===== config.mk =====
export PLATFORM = sky130hd
export DESIGN_NAME = imem_loader_flat
export DESIGN_NICKNAME = d
export VERILOG_FILES = /design/src/rtl/imem_loader_pkg.sv /design/src/rtl/imem_loader_if.sv /design/src/rtl/imem_loader_instr_checker.sv /design/src/rtl/imem_loader.sv /design/src/flat_wrapper.sv
export SDC_FILE = /design/constraint.sdc
export NUM_CORES = 1
export LEC_CHECK = 0
export CORE_MARGIN = 2
export CORE_UTILIZATION = 55
export DETAILED_ROUTE_END_ITERATION = 8
export HOLD_SLACK_MARGIN = 0.12
export PLACE_DENSITY_LB_ADDON = 0.12
export SETUP_SLACK_MARGIN = 0.4
export SYNTH_ARGS = -nofsm -noshare
export SYNTH_HDL_FRONTEND = slang
export SYNTH_SLANG_ARGS = --single-unit

===== constraint.sdc =====
create_clock -name clk -period 2.8 [get_ports clk]
set_input_delay 0.56 -clock clk [delete_from_list [all_inputs] [get_ports clk]]
set_output_delay 0.56 -clock clk [all_outputs]
set_load 0.03 [all_outputs]

===== src/rtl/imem_loader_pkg.sv =====
// Shared processor definitions plus the boot loader's state encoding and frame constants.
package imem_loader_pkg;
    localparam int I_WIDTH = 9;
    localparam int P_WIDTH = 12;

    typedef enum logic [2:0] {
        OP_ALU    = 3'b000,
        OP_ALUI   = 3'b001,
        OP_LOAD   = 3'b010,
        OP_STORE  = 3'b011,
        OP_BRANCH = 3'b100,
        OP_SHIFT  = 3'b101,
        OP_JUMP   = 3'b110,
        OP_SYS    = 3'b111
    } op_mne;

    localparam logic [1:0] FUNCT_SLL = 2'b01;
    localparam logic [1:0] FUNCT_SRL = 2'b10;

    localparam logic [7:0] LEN_HI_MASK = 8'hF0;

    typedef enum logic [2:0] {
        ST_IDLE,
        ST_HDR_LO,
        ST_HDR_HI,
        ST_INS_LO,
        ST_INS_HI,
        ST_CSUM,
        ST_DONE
    } ld_state_e;

    function automatic logic takes_byte(ld_state_e s);
        return s inside {ST_HDR_LO, ST_HDR_HI, ST_INS_LO, ST_INS_HI, ST_CSUM};
    endfunction
endpackage


===== src/rtl/imem_loader_if.sv =====
// Byte stream with valid/ready handshake feeding the loader.
interface imem_loader_if;
    logic [7:0] s_data;
    logic       s_valid;
    logic       s_ready;

    modport master (output s_data, output s_valid, input s_ready);
    modport slave  (input s_data, input s_valid, output s_ready);
endinterface


===== src/rtl/imem_loader_instr_checker.sv =====
// Combinational decode of a shift opcode whose funct is neither SLL nor SRL.
module instr_checker
    import imem_loader_pkg::*;
(
    input  logic [I_WIDTH-1:0] instr,
    output logic               illegal_shift
);
    op_mne      opcode;
    logic [1:0] funct;

    assign opcode        = op_mne'(instr[I_WIDTH-1 -: 3]);
    assign funct         = instr[1:0];
    assign illegal_shift = (opcode == OP_SHIFT) && (funct != FUNCT_SLL) && (funct != FUNCT_SRL);
endmodule


===== src/rtl/imem_loader.sv =====
// Boot loader: parses a length-prefixed byte frame and writes 9-bit words into instruction memory.
module imem_loader
    import imem_loader_pkg::*;
#(
    parameter logic [P_WIDTH-1:0] BASE_ADDR = '0
) (
    input  logic               clk,
    input  logic               reset,
    input  logic               start,
    imem_loader_if.slave       s,
    output logic               imem_we,
    output logic [P_WIDTH-1:0] imem_waddr,
    output logic [I_WIDTH-1:0] imem_wdata,
    output logic               busy,
    output logic               done,
    output logic               err_hdr,
    output logic               err_fmt,
    output logic               err_csum,
    output logic [7:0]         warn_cnt
);
    ld_state_e          state_q, state_d;
    logic [P_WIDTH-1:0] len_q, len_d;
    logic [P_WIDTH-1:0] idx_q, idx_d;
    logic [7:0]         lo_q, lo_d;
    logic [7:0]         xor_q, xor_d;
    logic               we_q, we_d;
    logic [P_WIDTH-1:0] waddr_q, waddr_d;
    logic [I_WIDTH-1:0] wdata_q, wdata_d;
    logic               done_q, done_d;
    logic               err_hdr_q, err_hdr_d;
    logic               err_fmt_q, err_fmt_d;
    logic               err_csum_q, err_csum_d;
    logic [7:0]         warn_q, warn_d;

    logic               rdy, accept, illegal;
    logic [I_WIDTH-1:0] instr;
    logic [P_WIDTH-1:0] hdr_len;

    assign rdy     = takes_byte(state_q);
    assign accept  = rdy && s.s_valid;
    assign instr   = {s.s_data[0], lo_q};
    assign hdr_len = {s.s_data[3:0], lo_q};

    instr_checker u_chk (.instr(instr), .illegal_shift(illegal));

    always_comb begin
        state_d    = state_q;
        len_d      = len_q;
        idx_d      = idx_q;
        lo_d       = lo_q;
        xor_d      = xor_q;
        we_d       = 1'b0;
        waddr_d    = waddr_q;
        wdata_d    = wdata_q;
        err_hdr_d  = err_hdr_q;
        err_fmt_d  = err_fmt_q;
        err_csum_d = err_csum_q;
        warn_d     = warn_q;

        case (state_q)
            ST_IDLE, ST_DONE: begin
                if (start) begin
                    state_d    = ST_HDR_LO;
                    idx_d      = '0;
                    xor_d      = '0;
                    err_hdr_d  = 1'b0;
                    err_fmt_d  = 1'b0;
                    err_csum_d = 1'b0;
                    warn_d     = '0;
                end
            end
            ST_HDR_LO, ST_INS_LO: begin
                if (accept) begin
                    lo_d    = s.s_data;
                    xor_d   = xor_q ^ s.s_data;
                    state_d = (state_q == ST_HDR_LO) ? ST_HDR_HI : ST_INS_HI;
                end
            end
            ST_HDR_HI: begin
                if (accept) begin
                    xor_d = xor_q ^ s.s_data;
                    len_d = hdr_len;
                    if ((s.s_data & LEN_HI_MASK) != 8'h00) begin
                        err_hdr_d = 1'b1;
                        state_d   = ST_DONE;
                    end else if (hdr_len == '0) begin
                        state_d = ST_CSUM;
                    end else begin
                        state_d = ST_INS_LO;
                    end
                end
            end
            ST_INS_HI: begin
                if (accept) begin
                    xor_d   = xor_q ^ s.s_data;
                    we_d    = 1'b1;
                    waddr_d = BASE_ADDR + idx_q;
                    wdata_d = instr;
                    idx_d   = idx_q + 1'b1;
                    if (s.s_data[7:1] != 7'd0)
                        err_fmt_d = 1'b1;
                    if (illegal && warn_q != 8'hFF)
                        warn_d = warn_q + 8'd1;
                    state_d = (idx_q + 1'b1 == len_q) ? ST_CSUM : ST_INS_LO;
                end
            end
            ST_CSUM: begin
                if (accept) begin
                    if (s.s_data != xor_q)
                        err_csum_d = 1'b1;
                    state_d = ST_DONE;
                end
            end
            default: state_d = ST_IDLE;
        endcase

        // Pulse only on entry; restarting out of DONE never re-fires it.
        done_d = (state_d == ST_DONE) && (state_q != ST_DONE);
    end

    always_ff @(posedge clk) begin
        if (reset) begin
            state_q    <= ST_IDLE;
            len_q      <= '0;
            idx_q      <= '0;
            lo_q       <= '0;
            xor_q      <= '0;
            we_q       <= 1'b0;
            waddr_q    <= '0;
            wdata_q    <= '0;
            done_q     <= 1'b0;
            err_hdr_q  <= 1'b0;
            err_fmt_q  <= 1'b0;
            err_csum_q <= 1'b0;
            warn_q     <= '0;
        end else begin
            state_q    <= state_d;
            len_q      <= len_d;
            idx_q      <= idx_d;
            lo_q       <= lo_d;
            xor_q      <= xor_d;
            we_q       <= we_d;
            waddr_q    <= waddr_d;
            wdata_q    <= wdata_d;
            done_q     <= done_d;
            err_hdr_q  <= err_hdr_d;
            err_fmt_q  <= err_fmt_d;
            err_csum_q <= err_csum_d;
            warn_q     <= warn_d;
        end
    end

    assign s.s_ready  = rdy;
    assign imem_we    = we_q;
    assign imem_waddr = waddr_q;
    assign imem_wdata = wdata_q;
    assign busy       = (state_q != ST_IDLE) && (state_q != ST_DONE);
    assign done       = done_q;
    assign err_hdr    = err_hdr_q;
    assign err_fmt    = err_fmt_q;
    assign err_csum   = err_csum_q;
    assign warn_cnt   = warn_q;
endmodule


===== src/flat_wrapper.sv =====
// flat-port wrapper written by rule: the top's interface ports become plain ports
module imem_loader_flat import imem_loader_pkg::*;
#(
    parameter logic [P_WIDTH-1:0] BASE_ADDR = '0
)
  (clk, reset, start, imem_we, imem_waddr, imem_wdata, busy, done, err_hdr, err_fmt, err_csum, warn_cnt, s_s_data, s_s_valid, s_s_ready);
  imem_loader_if s_i ();
  input  logic clk;
  input  logic reset;
  input  logic start;
  output logic imem_we;
  output logic [P_WIDTH-1:0] imem_waddr;
  output logic [I_WIDTH-1:0] imem_wdata;
  output logic busy;
  output logic done;
  output logic err_hdr;
  output logic err_fmt;
  output logic err_csum;
  output logic [7:0] warn_cnt;
  input wire logic [$bits(s_i.s_data)-1:0] s_s_data;
  input wire logic [$bits(s_i.s_valid)-1:0] s_s_valid;
  output wire logic [$bits(s_i.s_ready)-1:0] s_s_ready;
  assign s_i.s_data = s_s_data;
  assign s_i.s_valid = s_s_valid;
  assign s_s_ready = s_i.s_ready;
  imem_loader #(.BASE_ADDR(BASE_ADDR)) u_core (.clk(clk), .reset(reset), .start(start), .s(s_i), .imem_we(imem_we), .imem_waddr(imem_waddr), .imem_wdata(imem_wdata), .busy(busy), .done(done), .err_hdr(err_hdr), .err_fmt(err_fmt), .err_csum(err_csum), .warn_cnt(warn_cnt));
endmodule

==> impl_summary.txt <==
----------------------------------------------------
[Critical path]
  Worst setup EP type ... flip-flop
  Signal arrival time at the worst endpoint ... 2540 ps
  Nature of the critical path startpoint ... flip-flop
  Maximum net fanout on the critical path ... 10
  Critical Path RT ... approximately 3000 ps
  Buffer and inverter count on the worst path ... 0
  Critical R2R Launch ... u_core.idx_q[2]
  Worst path depth ... 6
  Largest delay share family, worst path ... compound AO/OA/AOI/OAI gates
  Critical path launch point ... u_core.idx_q[2]
  Endpoint of the most critical setup path ... u_core.state_q[1]
  R2R cell count ... 6
  Cell-by-cell listing of the critical path ... nand3_2 -> nor3b_2 -> o311ai_1 -> a2111oi_4 -> nand3_1 -> a211o_1
  Worst reg2reg endpoint ... u_core.state_q[1]
  Largest incremental delay on the critical path ... slightly above 500 ps
  Cell at the slowest stage of the critical path ... sky130_fd_sc_hd__dfxtp_1
  Setup slack of the most critical reg-to-reg path ... between 500 and 600 ps
  Type of the worst setup path ... flip-flop to flip-flop

[Clock network]
  Clock transition at the registers of the reported paths ... 90 ps
  Htree depth ... 3
  CTS Hold Bufs ... 0
  Clock tree from TritonCTS ... yes
  CTS Buffer Depth ... 2
  Post-cts resize count ... 4
  Postcts setup bufs ... 0
  Clock insertion delay at the later pin of the skew report ... 370 ps
  CTS Root Buffer Type ... sky130_fd_sc_hd__clkbuf_8
  Number of CTS-inserted buffers ... 9
  Total clock sinks ... between 70 and 80

[Die]
  Die Footprint ... approximately 7500 µm²
  Count of standard-cell rows ... 30
  Die width ... approximately 87 µm
  Ports ... between 40 and 50
  Area of the core ... around 6700 µm²
  Initial Util ... 0.560
  Die Y-Extent ... between 80 and 90 µm

[STA]
  Total setup violations reported at the end of the flow ... 0
  Max Transition Viols Final ... 0
  Worst Tran Pin Value ... around 570 ps
  Highest attainable clock frequency ... between 0.4 and 0.5 GHz
  Unrepaired setup endpoints after global routing ... false
  Worst-case clock skew ... just over 9 ps
  Final-layout setup total negative slack ... 0 ps
  Number of hold-slack violations in the final timing report ... 0
  Rel. slew slack ... 0.618
  Final min period ... about 2300 ps
  Final cycle utilization of the critical path ... 0.816

[Run]
  Maxcap violations ... 0

[Logic synthesis]
  Syn avg cell area ... just under 8 µm²
  Most frequent cell after synthesis ... sky130_fd_sc_hd__nand2_1
  Library cells used by synthesis ... 50
  Count of state elements after synthesis ... 77
  Count of synthesis-stage warnings from yosys ... 0
  Top_reg_cell synth ... sky130_fd_sc_hd__dfxtp_1
  Ranking of synthesized cells by instance count ... sky130_fd_sc_hd__nand2_1, sky130_fd_sc_hd__dfxtp_1, sky130_fd_sc_hd__a21oi_1, sky130_fd_sc_hd__nor2_1, sky130_fd_sc_hd__o21ai_0
  Number of flops mapped to enable cells by yosys ... 0
  Async S/R FF share, synth ... 0
  Cells taking the most area after synthesis ... sky130_fd_sc_hd__dfxtp_1, sky130_fd_sc_hd__nand2_1, sky130_fd_sc_hd__a21oi_1
  Area of the mapped netlist ... around 3800 µm²
  Sequential fraction of the synthesis area ... 0.410
  Count of mapped cells out of synthesis ... around 480
  Post-Syn Nets ... between 400 and 500
  Area share of the leading cell type in the synthesized netlist ... 0.410
  Yosys top cell by area ... sky130_fd_sc_hd__dfxtp_1

[Pwr]
  Internal power ... between 1.5 and 2 mW
  Sw Pwr ... 672 µW
  Areal power density over the cells ... ~500 nW/µm²
  Pleak ... roughly 1.5 nW
  Switching share of total power ... 0.300
  Clock network fraction of design power ... 0.353
  VDD IR max ... between 0.0003 and 0.0004 V
  Register share of total power ... 0.517
  Combinational power share ... 0.130

[Global routing]
  Wire length of the first global-routing pass ... 15.4 mm
  Total overflow reported by the global router ... 0
  Total routing resource utilization after global routing ... 0.259
  Pin count of the biggest net entering global routing ... 44
  Number of global-route vias before repair ... around 3200
  Initial antenna violation count ... 0

[Layout]
  Total number of nets in the final design ... about 530
  Antenna Diode Count ... 0
  Fraction of final layout cells sized beyond drive strength 1 ... 0.0750
  Layout area overhead ... 18.5%
  Final non-filler cell area ... ~4500 µm²
  Post-route insts no fill ... 600

[Placed design]
  Count of input and output buffers ... 47
  Post-DP HPWL ... 6.37 mm
  Cell area after placement ... between 4000 and 5000 µm²
  Final weighted congestion of routability-driven global placement ... between 0.8 and 0.9
  Number of cells in the design after placement ... 584

[Detailed routing]
  Pre-Repair DR Iteration Count ... 6
  Total detailed-routing wirelength ... between 9 and 10 mm
  DRC Markers ... 0
  Antenna-violating nets left ... 0
  Number of vias after detailed routing ... 3498
  Via-per-instance ratio ... just under 6
  Routed wirelength normalized by instance count ... around 16 µm
  First-iteration detailed-routing DRC count ... about 330

[Worst hold path]
  Worst Hold Class ... flip-flop to flip-flop

[Outcome]
  Status ... finished, final reports clean

----------------------------------------------------
[worst min-delay path by stage]
| stage | from | end | slack, ps | depth (start not counted) |
|---|---|---|---|---|
| 2_1_floorplan | u_core.len_q[11] | u_core.len_q[11] | 450 | 2 |
| 3_3_place_gp | u_core.imem_waddr[5] | u_core.imem_waddr[5] | 440 | 2 |
| 3_5_place_dp | u_core.imem_waddr[11] | u_core.imem_waddr[11] | 450 | 2 |
| 4_1_cts | u_core.imem_waddr[5] | u_core.imem_waddr[5] | 460 | 2 |
| 5_1_grt | u_core.imem_waddr[5] | u_core.imem_waddr[5] | 480 | 2 |
| 6_report | u_core.imem_waddr[2] | u_core.imem_waddr[2] | 460 | 2 |
[cell families (layout without fill, tap and decap cells)]
kind of cell / after synthesis / count (layout) / share of synthesized area
buffers and inverters: 38 / 79 / 0.0419
AOI/OAI and AO/OA: 110 / 110 / 0.172
xor gates and xnor gates: 28 / 28 / 0.0652
adders and majority gates: 2 / 2 / 0.00665
DFF: 77 / 77 / 0.410
and+or+nand+nor: 214 / 214 / 0.278
muxes: 10 / 10 / 0.0266
[sequential cells by signal, indices dropped and copies added, names as in the netlist]
register,count
u_core.lo_q,8
u_core.idx_q,12
u_core.warn_cnt,8
u_core.imem_we,1
u_core.xor_q,8
u_core.err_fmt,1
u_core.imem_waddr,12
u_core.len_q,12
u_core.done,1
u_core.err_csum,1
u_core.state_q,3
u_core.imem_wdata,9
u_core.err_hdr,1
[cell type report]
| type | count | area (µm²) |
|---|---|---|
| Multi-Input combinational cell | 364 | 2070 |
| Inverter | 7 | 27.5 |
| Sequential cell | 77 | 1550 |
| Tap cell | 80 | 100 |
| Clock buffer | 9 | 124 |
| Timing Repair Buffer | 56 | 534 |
| Fill cell | 577 | 2260 |
| Clock inverter | 7 | 57.6 |
[worst min-delay path, stage by stage, from the launching register on]
cell,delay [ps]
sky130_fd_sc_hd__dfxtp_1,320
sky130_fd_sc_hd__nand2_1,50
sky130_fd_sc_hd__a21oi_1,50
[per-stage QoR]
step                setup WS (ps)  total power, mW  hold WS (ps)  utilization
floorplan                     666             1.36           448            -
global placement              258             1.46           442        0.635
detailed placement            235             1.47           450        0.635
CTS                           413             2.25           464        0.663
global route                  406             2.33           476        0.664
finish                        515             2.24           461        0.664
[layout by cell type, fill, tap and decap left out, types with 3 or more instances in the layout]
| cell | count |
|---|---|
| sky130_fd_sc_hd__a211oi_1 | 4 |
| sky130_fd_sc_hd__dfxtp_2 | 3 |
| sky130_fd_sc_hd__nand4_1 | 13 |
| sky130_fd_sc_hd__nand2b_1 | 5 |
| sky130_fd_sc_hd__dfxtp_1 | 74 |
| sky130_fd_sc_hd__nand2_1 | 87 |
| sky130_fd_sc_hd__and3_1 | 6 |
| sky130_fd_sc_hd__and2_1 | 3 |
| sky130_fd_sc_hd__clkbuf_8 | 9 |
| sky130_fd_sc_hd__nor2b_1 | 9 |
| sky130_fd_sc_hd__mux2i_1 | 10 |
| sky130_fd_sc_hd__inv_1 | 6 |
| sky130_fd_sc_hd__nor2_1 | 46 |
| sky130_fd_sc_hd__xor2_1 | 11 |
| sky130_fd_sc_hd__or3_1 | 4 |
| sky130_fd_sc_hd__o21ai_0 | 27 |
| sky130_fd_sc_hd__clkdlybuf4s50_1 | 44 |
| sky130_fd_sc_hd__nand3b_1 | 9 |
| sky130_fd_sc_hd__o211ai_1 | 3 |
| sky130_fd_sc_hd__nor4_1 | 5 |
| sky130_fd_sc_hd__a311oi_1 | 3 |
| sky130_fd_sc_hd__buf_4 | 9 |
| sky130_fd_sc_hd__xnor2_1 | 17 |
| sky130_fd_sc_hd__nor3_1 | 5 |
| sky130_fd_sc_hd__nand3_1 | 8 |
| sky130_fd_sc_hd__a21oi_1 | 58 |
[metal layers]
| layer | track usage | routed length (µm) | vias up |
|---|---|---|---|
| met5 | 0 | 0 | - |
| li1 | - | - | 1735 |
| met1 | 0.367 | 4430 | 1641 |
| met2 | 0.390 | 4200 | 106 |
| met4 | 0.0795 | 143 | 0 |
| met3 | 0.0629 | 521 | 16 |
[power by group through the flow]
stage	Sequential [mW]	Clock [mW]	Combinational, mW
3_5_place_dp	1.18	0	0.290
4_1_cts	1.15	0.803	0.289
3_3_place_gp	1.18	0	0.285
6_report	1.16	0.789	0.291
2_1_floorplan	1.16	0	0.200
5_1_grt	1.16	0.855	0.317
(Power assumes the default switching activity.)
==> RTL edit 1, RTL diff (same flow settings) <==
Put one more register stage on the output `warn_cnt`, cleared by the reset. The value now appears one clock later. The other outputs are not delayed to match.
--- a/src/rtl/imem_loader.sv
+++ b/src/rtl/imem_loader.sv
@@ -161,3 +161,9 @@
     assign err_csum   = err_csum_q;
-    assign warn_cnt   = warn_q;
+    always_ff @(posedge clk) begin
+        if (reset) begin
+            warn_cnt <= '0;
+        end else begin
+            warn_cnt <= warn_q;
+        end
+    end
 endmodule
Behaviour: not the same (a bounded check fails within 10 cycles, from zero or initial values and one cycle with reset high).
==> RTL edit 1 against the unedited design <==
Final area up 5.2%; highest routed layer unchanged; largest power group unchanged; sequential cell count up 8; sequential share of layout area up 1.7 points; synthesized area up 3.1%; critical path type unchanged; largest cell class unchanged; total power up 9.5%; setup slack worse by 0.051 ns; routed wire length down 5.8%; count of clock-buffer cells in the layout up 1.
==> RTL edit 1: results (changes against the unedited design) <==
Cts bufs inserted: 9 (unchanged)
Routed wire length: 8.763 mm (-5.8%)
First-pass GRT wire length: 14.66 mm (-4.9%)
Placed inst area: 0.004453 mm² (+4.3%)
Worst Path Arrival: 2.60 ns (+0.06 ns)
Final setup margin: 0.4645 ns (-0.05060 ns)
Worst r2r dst: u_core.state_q[2]
Critical path fanouts, max: 7 (-3)
Outcome: finished clean
Total iterations of the first detailed-routing run: 4 (-2)
Leakage: 1.708 nW (+11%)
Routed length per instance: 13.80 µm (-11%)
Post-Synthesis Cells: 489 (+2.1%)
Placed Cells: 619 (+6.0%)
Via Count: 3477 (-0.60%)
Final GP Congestion: 0.8454 (-4.1%)
Setup Skew: 0.01087 ns (+0.001622 ns)
Cell Int Power: 1.788 mW (+14%)
Peak supply drop: 0.0003343 V (+3.9%)
Synth Warn #: 0 (unchanged)
Syn nets: 503 (+2.0%)
CTS clk-pin slew, worst paths: 0.08 ns
Filler instances: 609 (+5.5%)
CP startpoint: u_core.idx_q[4]
Post-Synth XOR/XNOR Area: 0.05421 (-0.01097)
Max Buffers Root-to-Sink: 2 (unchanged)
Seq/Total Area, Yosys: 0.4389 (+0.02914)
Total GRT Usage: 0.2380 (-0.02086)
Critical Path Max Stage Delay: 0.60 ns (+0.09 ns)
Synth top area cells: dfxtp_1, nand2_1, a21oi_1
Initial antenna violation count: 0 (unchanged)
I/O Buffers: 47 (unchanged)
1st-iter DRT viols: 178 (-47%)
Number of diodes: 0 (unchanged)
Share of the synthesized area in compound gates (AO/OA/AOI/OAI): 0.1655 (-0.006727)
Final nets: 548 (+3.6%)
Slew Limit Headroom: 0.6205 (+0.002646)
Worst r2r path cells: 6 (unchanged)
CP delay by family, top: simple AND/OR/NAND/NOR gates
Distinct cells, synth: 50 (unchanged)
Min-delay worst type: flop to flop
Mux contribution to synthesized area: 0.01807 (-0.008534)
Post-CTS Setup Inserts: 0 (unchanged)
Post-Synth Adder-Cell Area: 0.006454 (-0.0001975)
Clk Latency, worst-skew pair: 0.36 ns
Final ANT Viol Nets: 0 (unchanged)
Vias in the first global route: 3157 (+0.19%)
DP Worst Slack: 0.1202 ns (-0.1148 ns)
Synth top cells by count: nand2_1, dfxtp_1, a21oi_1, nor2_1, o21ai_0
DP Wirelength: 6.246 mm (-1.9%)
Largest net degree at the start of global routing: 34 (-23%)
Layout cells sized above 1: 0.08349 (+0.008488)
CTS root buffer: clkbuf_8
Slowest cell on the critical path: or4_1
Hold Path Stages: 2 (unchanged)
==> RTL edit 1: repair_timing <==
item,4_1_cts,5_1_grt
resized for setup,6,5
hold endpoints to repair,0,0
endpoints found under the setup margin,2,3
==> RTL edit 1: logic make-up after synthesis <==
kind of cell / count (synthesis)
AO/OA/AOI/OAI: 111
XOR/XNOR: 24
adder cells (fa/ha/maj): 2
buffers and inverters: 33
flip-flops: 85
multiplexers: 7
AND/OR/NAND/NOR: 227
==> RTL edit 1: per-layer routing <==
layer | share of wire | track usage
met1 | 0.47 | 0.3156
met2 | 0.48 | 0.3898
met3 | 0.038 | 0.03582
met4 | 0.012 | 0.09510
met5 | 0 | 0
==> RTL edit 1: stage by stage <==
stage,power [mW],hold slack (ns)
after detailed placement,1.573,0.4485
final,2.447,0.4557
after floorplan,1.474,0.4481
after global routing,2.546,0.4744
after CTS,2.461,0.4600
after global placement,1.567,0.4421
==> RTL edit 1: worst min path at each step <==
stage / start / slack [ns] / end
floorplan: u_core.len_q[10] / 0.45 / u_core.len_q[10]
global placement: u_core.imem_waddr[10] / 0.44 / u_core.imem_waddr[10]
detailed placement: u_core.imem_waddr[10] / 0.45 / u_core.imem_waddr[10]
CTS: u_core.imem_waddr[0] / 0.46 / u_core.imem_waddr[0]
global route: u_core.imem_waddr[0] / 0.47 / u_core.imem_waddr[0]
finish: u_core.imem_waddr[6] / 0.46 / u_core.imem_waddr[6]
==> RTL edit 1: power groups by stage <==
stage	clock [mW]	sequential [mW]	combinational, mW
2_1_floorplan	0	1.28	0.195
3_3_place_gp	0	1.29	0.281
3_5_place_dp	0	1.29	0.286
4_1_cts	0.913	1.26	0.287
5_1_grt	0.962	1.27	0.318
6_report	0.897	1.26	0.288
==> RTL edit 1: final cells by class <==
| class | count | area, µm² | area share |
|---|---|---|---|
| Multi-Input combinational cell | 371 | 2059 | 0.4392 |
| Clock buffer | 10 | 137.6 | 0.02935 |
| Sequential cell | 85 | 1705 | 0.3637 |
| Inverter | 5 | 18.77 | 0.004002 |
| Clock inverter | 6 | 68.82 | 0.01467 |
| Timing Repair Buffer | 62 | 579.3 | 0.1235 |
| Tap cell | 96 | 120.1 | 0.02561 |
==> RTL edit 1: tightest hold or removal path, delay by kind of cell (launching register included) <==
kind	cells	cell delay, ns
compound gates	1	0.05
flops	1	0.31
simple gates	1	0.05
==> RTL edit 2, RTL diff (config.mk and constraints unchanged) <==
Without the edit above. Take the reset off `lo_q`, `waddr_q` and `wdata_q` and load them in a clocked block of their own.
--- a/src/rtl/imem_loader.sv
+++ b/src/rtl/imem_loader.sv
@@ -125,7 +125,4 @@
             idx_q      <= '0;
-            lo_q       <= '0;
             xor_q      <= '0;
             we_q       <= 1'b0;
-            waddr_q    <= '0;
-            wdata_q    <= '0;
             done_q     <= 1'b0;
@@ -139,7 +136,4 @@
             idx_q      <= idx_d;
-            lo_q       <= lo_d;
             xor_q      <= xor_d;
             we_q       <= we_d;
-            waddr_q    <= waddr_d;
-            wdata_q    <= wdata_d;
             done_q     <= done_d;
@@ -150,2 +144,8 @@
         end
+    end
+
+    always_ff @(posedge clk) begin
+        lo_q    <= lo_d;
+        waddr_q <= waddr_d;
+        wdata_q <= wdata_d;
     end
Formal check against the unedited RTL: differs if reset is asserted again (counterexample within 10 cycles, from zero or initial values and one cycle with reset high); with reset held inactive, the same outputs for 10 cycles.
==> RTL edit 2 against the unedited design <==
Clock power rose by 8.9%; synthesized area fell by 4.6%; final area fell by 1.6%; sequential power rose by 5%; sequential share of layout area up 7.2 points; critical path type unchanged; combinational power down 10%; highest routed layer unchanged; setup slack better by 0.032 ns; sequential cell count unchanged; via count decreased by 16%; routed wire length is 16% lower; total power grew 4.6%.
==> RTL edit 2: results (changes against the unedited design) <==
Outcome: finished clean
DP Worst Slack: 0.1888 ns (-0.04623 ns)
Placed inst area: 0.004177 mm² (-2.2%)
Final Critical Period: 2.252 ns (-0.03245 ns)
CP Launch Type: flop
Setup Skew: 0.006794 ns (-0.002457 ns)
Worst R2R Start: u_core.idx_q[0]
Post-Synth Adder-Cell Area: 0.006971 (+0.0003199)
Worst r2r path cells: 7 (+1)
Critical path fanouts, max: 7 (-3)
Critical Path Max Stage Delay: 0.53 ns (+0.02 ns)
Layout cells sized above 1: 0.09611 (+0.02111)
Final GP Congestion: 0.9181 (+4.2%)
Post-synth EDFFs: 29 (+29)
Post-Synth XOR/XNOR Area: 0.07808 (+0.01289)
Worst r2r dst: u_core.state_q[1]
Share of the synthesized area in compound gates (AO/OA/AOI/OAI): 0.1415 (-0.03075)
Total iterations of the first detailed-routing run: 4 (-2)
Filler instances: 509 (-12%)
Flop-to-flop setup slack: 0.55 ns (+0.03 ns)
Total GRT Usage: 0.2307 (-0.02812)
Via Count: 2928 (-16%)
First-pass GRT wire length: 13.06 mm (-15%)
Placed Cells: 498 (-15%)
CP delay by family, top: simple AND/OR/NAND/NOR gates
Synth top cells by count: dfxtp_1, nor2_1, nand2_1, a21oi_1, edfxtp_1
Worst Path Arrival: 2.49 ns (-0.05 ns)
Max Buffers Root-to-Sink: 2 (unchanged)
Mux contribution to synthesized area: 0.01394 (-0.01266)
Final nets: 446 (-16%)
Syn_area_per_cell: 9.497 µm² (+21%)
Distinct cells, synth: 47 (-6.0%)
Largest net degree at the start of global routing: 30 (-32%)
1st-iter DRT viols: 236 (-29%)
Seq/Total Area, Yosys: 0.5103 (+0.1006)
Worst Tran Pin Value: 0.5051 ns (-0.06802 ns)
Syn nets: 392 (-20%)
Leakage: 1.520 nW (-1.4%)
Synth top area cells: dfxtp_1, edfxtp_1, a21oi_1
Number of diodes: 0 (unchanged)
Hold_sp: u_core.err_csum
Vias/cell: 5.696 (-2.3%)
Vias in the first global route: 2712 (-14%)
Peak supply drop: 0.0004091 V (+27%)
Routed wire length: 7.830 mm (-16%)
Slowest cell on the critical path: or4_1
DP Wirelength: 5.558 mm (-13%)
## RTL edit 2: cell count changes after synthesis, sizes merged, moves of 4 or more
cell / unedited run / this run
nand2: 87 / 39
dfxtp: 77 / 48
edfxtp: 0 / 29
a21oi: 58 / 38
clkbuf: 23 / 11
a31oi: 2 / 7
mux2i: 10 / 5
nor2b: 9 / 4
nor2: 46 / 42
## RTL edit 2: what timing repair did
item                                    4_1_cts  5_1_grt
resized for setup                             6        3
cloned                                        0        0
endpoints found under the setup margin        3        9
## RTL edit 2: final cells by class
cell class,count,area [µm²],share of cell area
clock inverter,7,80.08,0.01824
multi-input combinational,275,1640,0.3737
clock buffer,9,123.9,0.02822
timing repair buffer,60,578.1,0.1317
inverter,9,33.78,0.007697
tap,77,96.34,0.02195
sequential,77,1837,0.4185
## RTL edit 2: routing by layer
layer / GRT usage / share of wire / routed length [µm] / up-vias
met5: 0 / 0 / 0 / -
met3: 0.03540 / 0.041 / 320 / 10
met4: 0.09668 / 0.017 / 133 / 0
met1: 0.3157 / 0.47 / 3679 / 1373
li1: - / - / - / 1466
met2: 0.3665 / 0.47 / 3697 / 79
## RTL edit 2: how the worst min path moves through the flow
stage                                 to  slack, ns  cells past startpoint
floorplan           u_core.imem_waddr[7]       0.40                      0
detailed placement       u_core.err_csum       0.45                      2
global route            u_core.len_q[10]       0.50                      2
finish                   u_core.err_csum       0.46                      2
global placement         u_core.err_csum       0.44                      2
CTS                      u_core.err_csum       0.46                      2
## RTL edit 2: power breakdown
part	internal (mW)	total (mW)	switching, mW
clock network	0.422	0.859	0.437
logic	0.108	0.261	0.153
registers	1.19	1.22	0.0333
total	1.72	2.34	0.624
